===== src/rtl/soc_system_sw_pkg.sv =====
// Shared constants and types for the slide-switch debouncer.
// Per-bit FSM states and counter-width helper live here.
package soc_system_sw_pkg;

    localparam int SW_WIDTH            = 10;
    localparam int SW_DEBOUNCE_DEFAULT = 1000000;

    typedef enum logic {
        SW_IDLE  = 1'b0,
        SW_COUNT = 1'b1
    } sw_state_e;

    // Counter width for a given debounce length; never narrower than 1 bit.
    function automatic int sw_cnt_width(input int cycles);
        return (cycles < 2) ? 1 : $clog2(cycles);
    endfunction

endpackage


===== src/rtl/soc_system_sw_debounce_bit.sv =====
// One switch bit: 2-flop synchronizer, persistence counter,
// IDLE/COUNT FSM and registered rise/fall pulses.
module soc_system_sw_debounce_bit
    import soc_system_sw_pkg::*;
#(
    parameter int   DEBOUNCE_CYCLES = SW_DEBOUNCE_DEFAULT,
    parameter logic RESET_VAL       = 1'b0
) (
    input  logic clk,
    input  logic reset_n,
    input  logic i_raw,
    output logic o_level,
    output logic o_rise,
    output logic o_fall
);

    localparam int CNT_W = sw_cnt_width(DEBOUNCE_CYCLES);
    localparam logic [CNT_W-1:0] CNT_LAST = CNT_W'(DEBOUNCE_CYCLES - 1);
    localparam logic [CNT_W-1:0] CNT_ONE  = CNT_W'(1);

    logic             r_sync1;
    logic             r_sync2;
    logic             r_out;
    logic             r_rise;
    logic             r_fall;
    logic [CNT_W-1:0] r_cnt;
    sw_state_e        r_state;
    logic             w_diff;

    assign w_diff  = r_sync2 ^ r_out;
    assign o_level = r_out;
    assign o_rise  = r_rise;
    assign o_fall  = r_fall;

    // Bring the asynchronous pad into the clk domain.
    always_ff @(posedge clk or negedge reset_n) begin
        if (!reset_n) begin
            r_sync1 <= RESET_VAL;
            r_sync2 <= RESET_VAL;
        end else begin
            r_sync1 <= i_raw;
            r_sync2 <= r_sync1;
        end
    end

    // Accept a new level only after it persists for DEBOUNCE_CYCLES samples.
    always_ff @(posedge clk or negedge reset_n) begin
        if (!reset_n) begin
            r_state <= SW_IDLE;
            r_cnt   <= '0;
            r_out   <= RESET_VAL;
            r_rise  <= 1'b0;
            r_fall  <= 1'b0;
        end else begin
            r_rise <= 1'b0;
            r_fall <= 1'b0;
            case (r_state)
                SW_IDLE: begin
                    if (w_diff) begin
                        r_state <= SW_COUNT;
                        r_cnt   <= CNT_ONE;
                    end else begin
                        r_cnt   <= '0;
                    end
                end
                SW_COUNT: begin
                    if (!w_diff) begin
                        r_state <= SW_IDLE;
                        r_cnt   <= '0;
                    end else if (r_cnt == CNT_LAST) begin
                        r_out   <= r_sync2;
                        r_rise  <= r_sync2;
                        r_fall  <= ~r_sync2;
                        r_state <= SW_IDLE;
                        r_cnt   <= '0;
                    end else begin
                        r_cnt   <= r_cnt + CNT_ONE;
                    end
                end
                default: begin
                    r_state <= SW_IDLE;
                    r_cnt   <= '0;
                end
            endcase
        end
    end

endmodule


===== src/rtl/soc_system_sw_debounce.sv =====
// Ten-bit slide-switch debouncer feeding the switch PIO in_port.
// Bits are independent; this level only gathers their outputs.
module soc_system_sw_debounce
    import soc_system_sw_pkg::*;
#(
    parameter int               WIDTH           = SW_WIDTH,
    parameter int               DEBOUNCE_CYCLES = SW_DEBOUNCE_DEFAULT,
    parameter logic [WIDTH-1:0] RESET_VAL       = '0
) (
    input  logic             clk,
    input  logic             reset_n,
    input  logic [WIDTH-1:0] sw_raw,
    output logic [WIDTH-1:0] sw_out,
    output logic [WIDTH-1:0] sw_rise,
    output logic [WIDTH-1:0] sw_fall,
    output logic             sw_changed
);

    genvar g;
    generate
        for (g = 0; g < WIDTH; g++) begin : g_bit
            soc_system_sw_debounce_bit #(
                .DEBOUNCE_CYCLES (DEBOUNCE_CYCLES),
                .RESET_VAL       (RESET_VAL[g])
            ) u_bit (
                .clk     (clk),
                .reset_n (reset_n),
                .i_raw   (sw_raw[g]),
                .o_level (sw_out[g]),
                .o_rise  (sw_rise[g]),
                .o_fall  (sw_fall[g])
            );
        end
    endgenerate

    assign sw_changed = |(sw_rise | sw_fall);

endmodule


===== config.mk =====
export PLATFORM = sky130hd
export DESIGN_NAME = soc_system_sw_debounce
export DESIGN_NICKNAME = d
export VERILOG_FILES = /design/src/rtl/soc_system_sw_pkg.sv /design/src/rtl/soc_system_sw_debounce_bit.sv /design/src/rtl/soc_system_sw_debounce.sv
export SDC_FILE = /design/constraint.sdc
export NUM_CORES = 1
export LEC_CHECK = 0
export BUFFER_PORTS_ARGS = -buffer_cell sky130_fd_sc_hd__buf_2
export CAP_MARGIN = 0
export CORE_MARGIN = 5
export CORE_UTILIZATION = 53
export DETAILED_ROUTE_END_ITERATION = 6
export HOLD_SLACK_MARGIN = 0.15
export PLACE_DENSITY = 0.7
export SLEW_MARGIN = 20
export SYNTH_ARGS = -nofsm -noshare
export SYNTH_HDL_FRONTEND = slang
export SYNTH_SLANG_ARGS = --single-unit

===== constraint.sdc =====
create_clock -name clk -period 2 [get_ports clk]
set_input_delay 0.1 -clock clk [delete_from_list [all_inputs] [get_ports clk]]
set_output_delay 0.1 -clock clk [all_outputs]
set_load 0.05 [all_outputs]

## Word level (Yosys, flattened, before mapping)

Cells that the tools add are included.
Widths: inputs -> output; s select.

| word-level totals | value |
|---|---|
| register bits after elaboration | 260 |
| latch bits | 0 |
| RAM bits | 0 |
| bits in read-only memories | 0 |
| bits of input ports | 12 |
| output and inout port bits | 31 |
| word-level logic and storage cells | 272 |
| memories | 0 |

| cells by class | value |
|---|---|
| $add $sub $neg | 10 |
| multiply operators | 0 |
| divide/modulo/power cells | 0 |
| magnitude comparators | 0 |
| equality and inequality tests | 10 |
| shift-type cells | 0 |
| multiplexer cells | 140 |
| bitwise operators | 31 |
| reductions and logical operators | 11 |

Operators with widths:

| operator | count |
|---|---|
| $mux 20 | 20 |
| $pmux 20 s2 | 10 |
| $add 20x1->20 const B | 10 |
| $eq 20x20->1 const B | 10 |
| $mux 1 | 100 |
| $reduce_and 3->1 | 10 |
| $not 1->1 | 20 |
| $pmux 1 s2 | 10 |
| $or 10x10->10 | 1 |
| $reduce_or 10->1 | 1 |
| $xor 1x1->1 | 10 |

## Longest topological paths before layout

Gate-level depths: netlist of run 1.

| depth | value |
|---|---|
| depth in word-level cells | 4 |
| mapped depth | 7 |
| depth with buffers taken out | 5 |

## Modules after synthesis

A second synthesis of run 1 with hierarchy kept.

| unflattened totals | value |
|---|---|
| cells, all modules | 1206 |
| area total of the unflattened synthesis | 12388.1 um2 |

Modules (own cells, without submodules):

| module | times used | cells an instance | area each (um2) | sequential area each (um2) |
|---|---|---|---|---|
| soc_system_sw_debounce_bit at g_bit[0].u_bit ... | 9 | 120 | 1229.9 | 650.6 |
| soc_system_sw_debounce_bit at g_bit[9].u_bit | 1 | 119 | 1276.2 | 650.6 |
| soc_system_sw_debounce | 1 | 7 | 42.5 | 0.0 |

## Worst setup path before layout of run 1

No wires, ideal clock.

| timing path | value |
|---|---|
| path type | register to register |
| start point | reg g_bit[6].u_bit.r_cnt[13] |
| end point | reg g_bit[6].u_bit.r_cnt[9] |
| library setup time | 0.119 ns |
| arrival time | 1.885 ns |
| data required time | 1.881 ns |
| path slack | -0.004 ns |
| cell stages (with the launch flop) | 6 |
| path buffers | 1 |
| clock period less this slack | 2.004 ns |
| cells stage by stage | dfrtp_1 -> or4_1 -> or4_4 -> o21bai_4 -> buf_6 -> nor2_1 |

| between the ends | value |
|---|---|
| word-level cells in the longest chain between the ends | 4 |

Ends and longest elaborated chain:

| element | RTL line | text |
|---|---|---|
| start: declaration | soc_system_sw_debounce_bit.sv:26 | `logic [CNT_W-1:0] r_cnt;` |
| start signal: assignment | soc_system_sw_debounce_bit.sv:77 | `r_cnt <= r_cnt + CNT_ONE;` |
| $eq 20x20->1 | soc_system_sw_debounce_bit.sv:70 | `end else if (r_cnt == CNT_LAST) begin` |
| $mux 20 | soc_system_sw_debounce_bit.sv:70 |  |
| $mux 20 | soc_system_sw_debounce_bit.sv:67 | `if (!w_diff) begin` |
| $pmux 20 s2 | soc_system_sw_debounce_bit.sv:57 | `case (r_state)` |

No other way between the ends.
A chain may end at the register's enable or synchronous reset.

## Final worst setup path of run 1

| timing path | value |
|---|---|
| start point | reg g_bit[6].u_bit.r_cnt[6] |
| end point | reg g_bit[6].u_bit.r_cnt[9] |

| between the ends | value |
|---|---|
| word-level cells in the longest chain between the ends | 4 |
| elaborated cells between the ends (all ways) | 5 |
| classes of those cells | add/sub (1); eq/ne (1); mux (3) |

Ends and longest elaborated chain:

| element | RTL line |
|---|---|
| $add 20x1->20 / $eq 20x20->1 (equally long branches) | soc_system_sw_debounce_bit.sv:77, soc_system_sw_debounce_bit.sv:70 |
| $mux 20 (*) | soc_system_sw_debounce_bit.sv:70 |
| $mux 20 (*) | soc_system_sw_debounce_bit.sv:67 |
| $pmux 20 s2 (*) | soc_system_sw_debounce_bit.sv:57 |

Every way passes the cells marked *; elsewhere a longest branch is shown, timed or not.

==> results of run 1 <==
==> through the flow <==
step / utilization [%] / instance area (um2)
floorplan: - / 12300
global placement: 57.5 / 13100
detailed placement: 57.5 / 13100
CTS: 62.4 / 14200
global route: 63.0 / 14400
finish: 63.0 / 14400
==> flip-flops by register name, summed over array words and instances (netlist names) <==
signal and flops:
g_bit.u_bit.o_fall 10, g_bit.u_bit.r_sync1 10, g_bit.u_bit.r_state 10, g_bit.u_bit.o_level 10, g_bit.u_bit.o_rise 10, g_bit.u_bit.r_cnt 200, g_bit.u_bit.r_sync2 10
==> how the worst max path moves through the flow <==
stage,from,endpoint,slack (ps)
3_5_place_dp,g_bit[2].u_bit.r_cnt[16],g_bit[2].u_bit.o_level,-20
4_1_cts,g_bit[6].u_bit.r_cnt[15],g_bit[6].u_bit.r_cnt[6],-20
6_report,g_bit[6].u_bit.r_cnt[6],g_bit[6].u_bit.r_cnt[9],-30
3_3_place_gp,g_bit[6].u_bit.r_cnt[15],g_bit[6].u_bit.r_cnt[7],-4
2_1_floorplan,g_bit[6].u_bit.r_cnt[13],g_bit[6].u_bit.r_cnt[9],-4
5_1_grt,g_bit[7].u_bit.o_fall,sw_changed,-100
==> kinds of logic (layout without fill, tap and decap cells) <==
family	Yosys count	in the layout	synth area share, %
xor+xnor	140	140	9.96
simple gates	565	565	24.7
buf+inv	99	205	4.05
flops	260	260	52.9
fa+ha+maj	10	10	1.02
compound gates	136	136	6.67
mux	8	8	0.722
==> placed cells by master, fill, tap and decap left out, types with 5 or more instances in the layout <==
| cell | Yosys | routed |
|---|---|---|
| a21oi_1 | 52 | 47 |
| a21oi_2 | 0 | 5 |
| and2_1 | 12 | 12 |
| and3_1 | 14 | 13 |
| and4_1 | 23 | 23 |
| buf_2 | 3 | 40 |
| buf_4 | 30 | 64 |
| bufinv_16 | 0 | 5 |
| clkbuf_1 | 31 | 8 |
| clkbuf_16 | 0 | 27 |
| dfrtp_1 | 260 | 259 |
| dlygate4sd3_1 | 0 | 11 |
| ha_1 | 10 | 10 |
| inv_1 | 32 | 32 |
| mux2_2 | 7 | 7 |
| nand2_1 | 66 | 66 |
| nand2b_1 | 6 | 6 |
| nand3_1 | 68 | 67 |
| nand4_1 | 56 | 56 |
| nor2_1 | 152 | 149 |
| nor2b_1 | 6 | 6 |
| nor3_1 | 24 | 24 |
| nor4_1 | 38 | 34 |
| nor4b_1 | 11 | 11 |
| o21ai_0 | 36 | 34 |
| o21bai_1 | 5 | 5 |
| o22ai_1 | 9 | 9 |
| o31ai_1 | 25 | 24 |
| or2_2 | 5 | 5 |
| or3_1 | 40 | 40 |
| or4_1 | 28 | 27 |
| xnor2_1 | 74 | 74 |
| xor2_1 | 66 | 66 |
==> routing by layer <==
layer | GRT usage [%] | wire length [um]
met1 | 27.8 | 11800
met2 | 29.5 | 10600
met3 | 3.42 | 1100
met4 | 4.73 | 516
met5 | 0 | 0
==> cell type report <==
class                           count  area (um2)  area share [%]
Clock buffer                       39         761            5.30
Clock inverter                      9         175            1.22
Multi-Input combinational cell    859        5430            37.8
Sequential cell                   260        6510            45.3
Timing Repair Buffer              125         966            6.73
Tap cell                          313         392            2.73
Inverter                           32         120           0.837
==> where the power goes <==
group / leakage, nW / internal (W) / switching, W
logic: 1.84 / 0.000201 / 0.000338
clock network: 0.450 / 0.00327 / 0.00198
registers: 3.54 / 0.00536 / 0.0000886
total: 5.83 / 0.00884 / 0.00240
==> critical path, delay by kind of cell (launching register included) <==
| family | cells | cell delay [ps] |
|---|---|---|
| and+or+nand+nor | 3 | 1160 |
| DFF | 1 | 370 |
| AOI/OAI and AO/OA | 1 | 200 |
| buffers and inverters | 1 | 180 |
==> what timing repair did <==
action,in CTS,in global routing
gates cloned,0,1
setup buffers,0,3
pin swaps,1,5
resized for setup,8,24
hold endpoints to repair,270,0
endpoints found under the setup margin,19,23
hold buffers,12,0
==> metrics.txt, run 1 <==
clock root cell=clkbuf_16; die area=0.0264 mm2; Leakage=5.83 nW; Starting Density=54.0%; CTS tree=done; Final Max Tran Viols=0; Placer Congestion=0.836; Fmax=492 MHz; WP data required=2410 ps; Sink Count=260; failing checks=negative setup slack; Worst path max stage delay=580 ps; crit path cell chain=or4b_1 > or4_4 > o21bai_4 > buf_8 > nor2_1; GRT overflow=0; H-tree Lvls=1; vias per cell=5.55; initial antenna violation count=1; Synth Area per Inst=10.1 um2; Clock transition at path regs=60 ps; clock latency at the later pin of the worst-skew pair=520 ps; PortBufs=42; Post-synth EDFFs=0; number of buffers created by CTS=27; Cells after Synth=1218; die width=162 um; worst r2r path cells=5; count leader, synth=dfrtp_1; area grow syn2layout=16.6%; pre-CTS setup slack=-21.9 ps; wirelength, routed=24000 um; Synth top cells by count=dfrtp_1, nor2_1, xnor2_1, nand3_1; routed len/inst=14.7 um; maximum VDD drop=0.543 mV; Crit. End Element=flip-flop; Yosys reg bits=260; max cap viols=0; Placed Cells=1573; pwr dens=783 mW/mm2; Worst Path Arrival=2440 ps; Ports=43; Die Y=162 um; worst relative slew slack=69.6%; Hold Worst Slack=184 ps; Mapped Nets=1240; ant diodes=0; Synth top area share=52.9%; measured slew at the worst slew-check pin=449 ps; Finished Layout Cells=1637; CP Class=reg2reg; Tcrit/Tclk final=102%; async set-reset flop share out of synthesis=100%; TNS Setup=-277 ps; largest net degree at the start of global routing=70; Tot GR Track Use=19.0%; worst r2r dst=g_bit[6].u_bit.r_cnt[9]; Synth area leader=dfrtp_1; predominant post-synthesis flop cell=dfrtp_1; Vias=9089; R2R Path Start=g_bit[6].u_bit.r_cnt[6]; FP Rows=55; final period demand of the worst path=2030 ps; Final ANT Viol Nets=0; vias in the first global route=8911; FILL cells=1832; total power=0.0112 W; RSZ-0062 raised after global routing=yes; Clock Skews=7.99 ps; Final Hold Fails=0; flop2flop setup slack=-30 ps; CORE AREA=0.0228 mm2; leading post-synthesis cells by cell area=dfrtp_1, xnor2_1, xor2_1; worst-path fanout max=8; Pre-antenna DRT Iters=5; sequential-to-total area share from yosys stat=52.9%; first-pass GRT wire length=42600 um; post-synthesis cell type count=51; status=finished, violations left; post-DP HPWL=16500 um; DRC Markers=0; Setup crit start kind=flip-flop; share of post-route cells with drive strength above 1=14.6%; fin nets=1327; Clock Path Buffers=3; synthesized area=0.0123 mm2; slowest CP cell=or4_4; Yosys warnings=0; final worst-path setup slack=-33.2 ps; HP Class=in2async; final setup vio count=14; initial DRC count=552
(Power assumes the default switching activity.)
==> run 2: changes to the inputs <==
ABC_AREA = 1   (was unset)
PLACE_DENSITY = 0.69   (was 0.7)
==> metrics.txt, run 2 <==
ant diodes=0 (unchanged); Final Cell Area=0.0155 mm2 (+8.2%); Synth area leader=dfrtp_1; Final Max Tran Viols=0 (unchanged); commonest non-fill, non-tap cell in the layout=nor2_1; maximum VDD drop=0.682 mV (+25%); total power=0.0113 W (+0.11%); die width=173 um (+6.2%); DRC Markers=0 (unchanged); leading post-synthesis cells by cell area=dfrtp_1, nor2_1, nand2_1; Fmax=515 MHz (+4.8%); Final ANT Viol Nets=0 (unchanged); routed len/inst=12.3 um (-16%); Clock Skews=10.2 ps (+2.17 ps); HP Class=in2async; Sink Count=260 (unchanged); Switching Share=22.1% (+0.76 points); Yosys warnings=0 (unchanged); FILL cells=2347 (+28%); largest net degree at the start of global routing=80 (+14%); CORE AREA=0.0261 mm2 (+14%); Comb pwr share=4.5% (-0.3 points); Synth top cells by count=nor2_1, nand2_1, dfrtp_1, inv_1, xor2_1; H-tree Lvls=1 (unchanged); wirelength, routed=27400 um (+14%); clock latency at the later pin of the worst-skew pair=540 ps (+20 ps); Vias=11000 (+21%); synthesized area=0.0140 mm2 (+14%); GRT overflow=0 (unchanged); RSZ-0062 raised after global routing=yes; final period demand of the worst path=1940 ps (-92.5 ps); vias in the first global route=10900 (+22%); Die Y=173 um (+6.2%); Largest Register=g_bit.u_bit.r_cnt; TNS Setup=0 ps (+277 ps); Sequential Power Share=48.4% (about the same); vias per cell=4.92 (-11%); predominant post-synthesis flop cell=dfrtp_1; Internal Power=0.00876 W (-0.85%); initial antenna violation count=0 (-1); Ports=43 (unchanged); post-DP HPWL=20500 um (+24%); sequential-to-total area share from yosys stat=46.5% (-6.4 points); Post-CTS Repair Setup Buffers=0 (unchanged); net switching power=0.00249 W (+3.6%); max reg flops=200 (unchanged); die area=0.0298 mm2 (+13%); sequential cell area=0.00651 mm2 (about the same); Placer Congestion=0.916 (+9.6%); commonest non-fill, non-tap cells in the layout=nor2_1, nand2_1, dfrtp_1; first-pass GRT wire length=49000 um (+15%); post-synthesis cell type count=33 (-35%); measured slew at the worst slew-check pin=651 ps (+202 ps); share of post-route cells with drive strength above 1=10.2% (-4.3 points); Pre-antenna DRT Iters=5 (unchanged); worst-path fanout max=2 (-6); async set-reset flop share out of synthesis=100% (unchanged); Tcrit/Tclk final=97.0% (-4.6 points); area of the multi-input gates=0.00627 mm2 (+16%); clock root cell=clkbuf_16; Cells after Synth=1822 (+50%); status=finished, final reports clean; max cap viols=0 (unchanged); Tot GR Track Use=18.7% (-0.28 points); WP data required=1900 ps (-510 ps); Synth Area per Inst=7.69 um2 (-24%); number of buffers created by CTS=28 (+3.7%); area grow syn2layout=10.9%; Clock power frac=47.1% (+0.4 points); Clock Path Buffers=3 (unchanged); worst relative slew slack=56.6% (-13 points); Post-synth EDFFs=0 (unchanged); Placed Area=0.0144 mm2 (+9.9%); CP Class=reg2out; initial DRC count=637 (+15%); final setup vio count=0 (-14); Final Hold Fails=0 (unchanged); Crit. End Element=output port; Worst Path Arrival=1840 ps (-600 ps); Leakage=7.17 nW (+23%); CTS tree=done; pwr dens=725 mW/mm2 (-7.5%); Mapped Nets=1844 (+49%); FP Rows=59 (+7.3%); fin nets=1894 (+43%); Clock transition at path regs=60 ps (about the same); Yosys reg bits=260 (unchanged); PortBufs=42 (unchanged); count leader, synth=nor2_1; Synth top area share=46.5% (-6.4 points); Starting Density=53.7% (-0.31 points); Setup crit start kind=flip-flop
## run 2: cell types whose count changed after synthesis, moves of 33 or more
cell     delta
nand2_1   +343
nor2_1    +302
xnor2_1    -52
nor4_1     -33
or3_1      -40
inv_1     +196
a21oi_1    -36
## run 2: timing repair
item	CTS	global route
gates resized for setup	6	2
pin swaps	0	1
hold buffers	11	0
endpoints found under the setup margin	1	1
hold endpoints to repair	270	0
## run 2: final cells by class
type	count	area share, %
multi-input combinational	1284	40.4
tap	335	2.70
sequential	260	41.9
timing repair buffer	66	3.12
clock inverter	13	0.967
inverter	232	5.61
clock buffer	38	5.28
## run 2: critical path, cell delays in order, from the launching register on
cell	delay (ps)
dfrtp_1	400
nor4_2	270
buf_4	170
and2_4	130
nand3b_1	130
buf_6	200
## run 2: logic make-up after synthesis
family / Yosys count / synth area share [%]
xor gates and xnor gates: 109 / 6.82
adders and majority gates: 10 / 0.894
buffers and inverters: 278 / 8.98
and+or+nand+nor: 1124 / 35.2
AOI/OAI and AO/OA: 41 / 1.62
DFF: 260 / 46.5
## run 2: power groups by stage
stage / logic (W) / clock network [W] / registers, W
5_1_grt: 0.000613 / 0.00566 / 0.00545
3_3_place_gp: 0.000495 / 0 / 0.00553
3_5_place_dp: 0.000508 / 0 / 0.00554
4_1_cts: 0.000528 / 0.00544 / 0.00544
2_1_floorplan: 0.000319 / 0 / 0.00552
6_report: 0.000511 / 0.00530 / 0.00544
## run 2: metrics by stage
| stage | utilization [%] | instances | hold WS, ps | worst slack (ps) |
|---|---|---|---|---|
| floorplan | - | 1822 | -196 | 595 |
| global placement | 55.3 | 2166 | 134 | 360 |
| detailed placement | 55.3 | 2166 | 146 | 260 |
| CTS | 59.5 | 2228 | 172 | 15.2 |
| global route | 59.6 | 2228 | 189 | -8.87 |
| finish | 59.6 | 2228 | 134 | 59.3 |
## run 2: path summary, 6_finish.rpt
kind | from | endpoint | slack [ps] | cells past startpoint
setup / recovery | g_bit[7].u_bit.o_rise | sw_changed | 60 | 5
hold / removal | reset_n | g_bit[9].u_bit.r_cnt[14] | 130 | 2
setup reg to reg | g_bit[8].u_bit.r_cnt[0] | g_bit[8].u_bit.r_cnt[16] | 240 | 8
hold reg to reg | g_bit[6].u_bit.r_sync1 | g_bit[6].u_bit.r_sync2 | 350 | 0
max in group asynchronous | reset_n | g_bit[0].u_bit.r_sync1 | 1170 | 3
min in group clk | sw_raw[5] | g_bit[5].u_bit.r_sync1 | 190 | 2
## run 2: per-layer routing
layer | share of wire (%) | GRT usage [%] | wire length [um] | vias to the layer above
met5 | 0 | 0 | 0 | -
met4 | 2.4 | 4.92 | 670 | 0
met3 | 3.5 | 2.79 | 962 | 43
met2 | 47 | 31.6 | 12900 | 151
met1 | 47 | 25.4 | 12800 | 5103
li1 | - | - | - | 5668
==> run 3: changes to the inputs <==
ABC_AREA = 0   (was 1)
GPL_TIMING_DRIVEN = 0   (was unset)
PLACE_DENSITY = 0.7   (was 0.69)
==> metrics.txt, run 3 (same netlist as run 1, synthesis figures left out) <==
status=finished, violations left; failing checks=negative setup slack; Crit path max-delay family=simple AND/OR/NAND/NOR gates; GRT overflow=0 (unchanged); Tot GR Track Use=19.1% (+0.42 points); post-DP HPWL=16200 um (-21%); flop2flop setup slack=-60 ps (-300 ps); RSZ-0062 raised after global routing=yes; commonest non-fill, non-tap cells in the layout=dfrtp_1, nor2_1, xnor2_1; CORE AREA=0.0228 mm2 (-13%); Die Y=162 um (-5.9%); TNS Setup=-683 ps (-683 ps); final worst-path setup slack=-59.9 ps (-119 ps); pwr dens=747 mW/mm2 (+3.1%); R2R Path Start=g_bit[6].u_bit.r_cnt[12]; Final Max Tran Viols=0 (unchanged); pre-CTS setup slack=-293 ps (-553 ps); CP Class=reg2reg; die area=0.0264 mm2 (-11%); vias per cell=5.56 (+13%); HP Class=in2reg; share of post-route cells with drive strength above 1=19.5% (+9.2 points); Buf+Inv Stages, Crit Path=1 (-1); initial DRC count=542 (-15%); measured slew at the worst slew-check pin=549 ps (-103 ps); Final Hold Fails=0 (unchanged); Hold Worst Slack=204 ps (+69.3 ps); clock latency at the later pin of the worst-skew pair=540 ps (about the same); Clock Skews=8.08 ps (-2.08 ps); worst relative slew slack=63.1% (+6.5 points); slowest CP cell=or4_4; Leakage=5.94 nW (-17%); hold path depth=2; WP data required=2420 ps (+520 ps); DRC Markers=0 (unchanged); sequential cell area=0.00652 mm2 (+0.17%); max reg flops=200 (unchanged); Tcrit/Tclk final=103% (+6.0 points); Setup crit start kind=flip-flop; area grow syn2layout=19.2%; area of the multi-input gates=0.00565 mm2 (-9.9%); number of buffers created by CTS=28 (unchanged); CTS tree=done; worst-path fanout max=5 (+3); Ports=43 (unchanged); Crit. End Element=flip-flop; final setup vio count=19 (+19); Fmax=485 MHz (-5.8%); FP Rows=55 (-6.8%); H-tree Lvls=1 (unchanged); min-delay src=sw_raw[6]; Hold Crit Endpoint=g_bit[6].u_bit.r_sync1; Starting Density=54.0% (+0.31 points); Worst path max stage delay=580 ps (+180 ps); FILL cells=1823 (-22%); Sink Count=260 (unchanged); Vias=9237 (-16%); ant diodes=0 (unchanged); max cap viols=0 (unchanged); Pre-antenna DRT Iters=5 (unchanged); PortBufs=42 (unchanged); commonest non-fill, non-tap cell in the layout=dfrtp_1; Clock Path Buffers=3 (unchanged); die width=162 um (-5.9%); initial antenna violation count=0 (unchanged); Clock transition at path regs=60 ps (about the same); final period demand of the worst path=2060 ps (+119 ps); wirelength, routed=25600 um (-6.4%); routed len/inst=15.4 um (+25%); worst r2r path cells=5 (-3); Placer Congestion=0.833 (-9.1%); Final ANT Viol Nets=0 (unchanged); vias in the first global route=9009 (-17%); Largest Register=g_bit.u_bit.r_cnt; fin nets=1352 (-29%); worst r2r dst=g_bit[6].u_bit.r_cnt[11]; Worst Path Arrival=2480 ps (+640 ps); maximum VDD drop=0.718 mV (+5.3%); clock root cell=clkbuf_16; crit path cell chain=or4_4 > or4_4 > o21bai_4 > buf_6 > nor2_1; Finished Core Util=64.4% (+4.8 points); Most common cell on crit path=or4_4; largest net degree at the start of global routing=81 (+1.3%); first-pass GRT wire length=43200 um (-12%)
==> run 3: area by class of cell <==
type / count / share of cell area [%]
sequential: 260 / 44.4
tap: 313 / 2.67
timing repair buffer: 92 / 4.89
buffer: 57 / 2.66
clock inverter: 10 / 0.392
inverter: 32 / 0.819
clock buffer: 39 / 5.61
multi-input combinational: 859 / 38.5
==> run 3: metal layers <==
layer	GRT usage [%]	vias to the layer above	share of wire, %
met2	30.4	188	46
met1	28.0	4472	47
li1	-	4539	-
met4	4.11	0	1.9
met5	0	-	0
met3	3.01	38	4.2
==> run 3: worst max-delay path by stage <==
stage	startpoint	end	slack [ps]	cells after the start
after global placement	reset_n	g_bit[8].u_bit.r_cnt[9]	-3880	1
final	g_bit[6].u_bit.r_cnt[12]	g_bit[6].u_bit.r_cnt[11]	-60	5
after CTS	g_bit[6].u_bit.r_cnt[12]	g_bit[6].u_bit.r_cnt[19]	-50	5
after global routing	g_bit[6].u_bit.r_cnt[15]	g_bit[6].u_bit.r_cnt[11]	-120	5
after detailed placement	g_bit[8].u_bit.r_cnt[0]	g_bit[8].u_bit.r_state	-290	7
after floorplan	g_bit[6].u_bit.r_cnt[13]	g_bit[6].u_bit.r_cnt[9]	-4	5
==> run 3: through the flow <==
step | instance area [um2] | power, W | std cells
2_1_floorplan | 12300 | 0.00578 | 1218
3_3_place_gp | 12900 | 0.00598 | 1573
3_5_place_dp | 13000 | 0.00601 | 1576
4_1_cts | 14300 | 0.0110 | 1649
5_1_grt | 14700 | 0.0114 | 1662
6_report | 14700 | 0.0110 | 1662
==> run 3: power breakdown <==
group | switching (W) | total, W | internal, W
clock | 0.00206 | 0.00491 | 0.00285
combinational | 0.000359 | 0.000583 | 0.000225
sequential | 0.000100 | 0.00546 | 0.00536
total | 0.00252 | 0.0110 | 0.00844
==> run 3: timing repair <==
item	4_1_cts	5_1_grt
pin swaps	15	16
hold buffers	12	0
gates cloned	1	2
endpoints found under the hold margin	206	0
buffers inserted	13	19
gates resized for setup	52	86
endpoints found under the setup margin	154	192
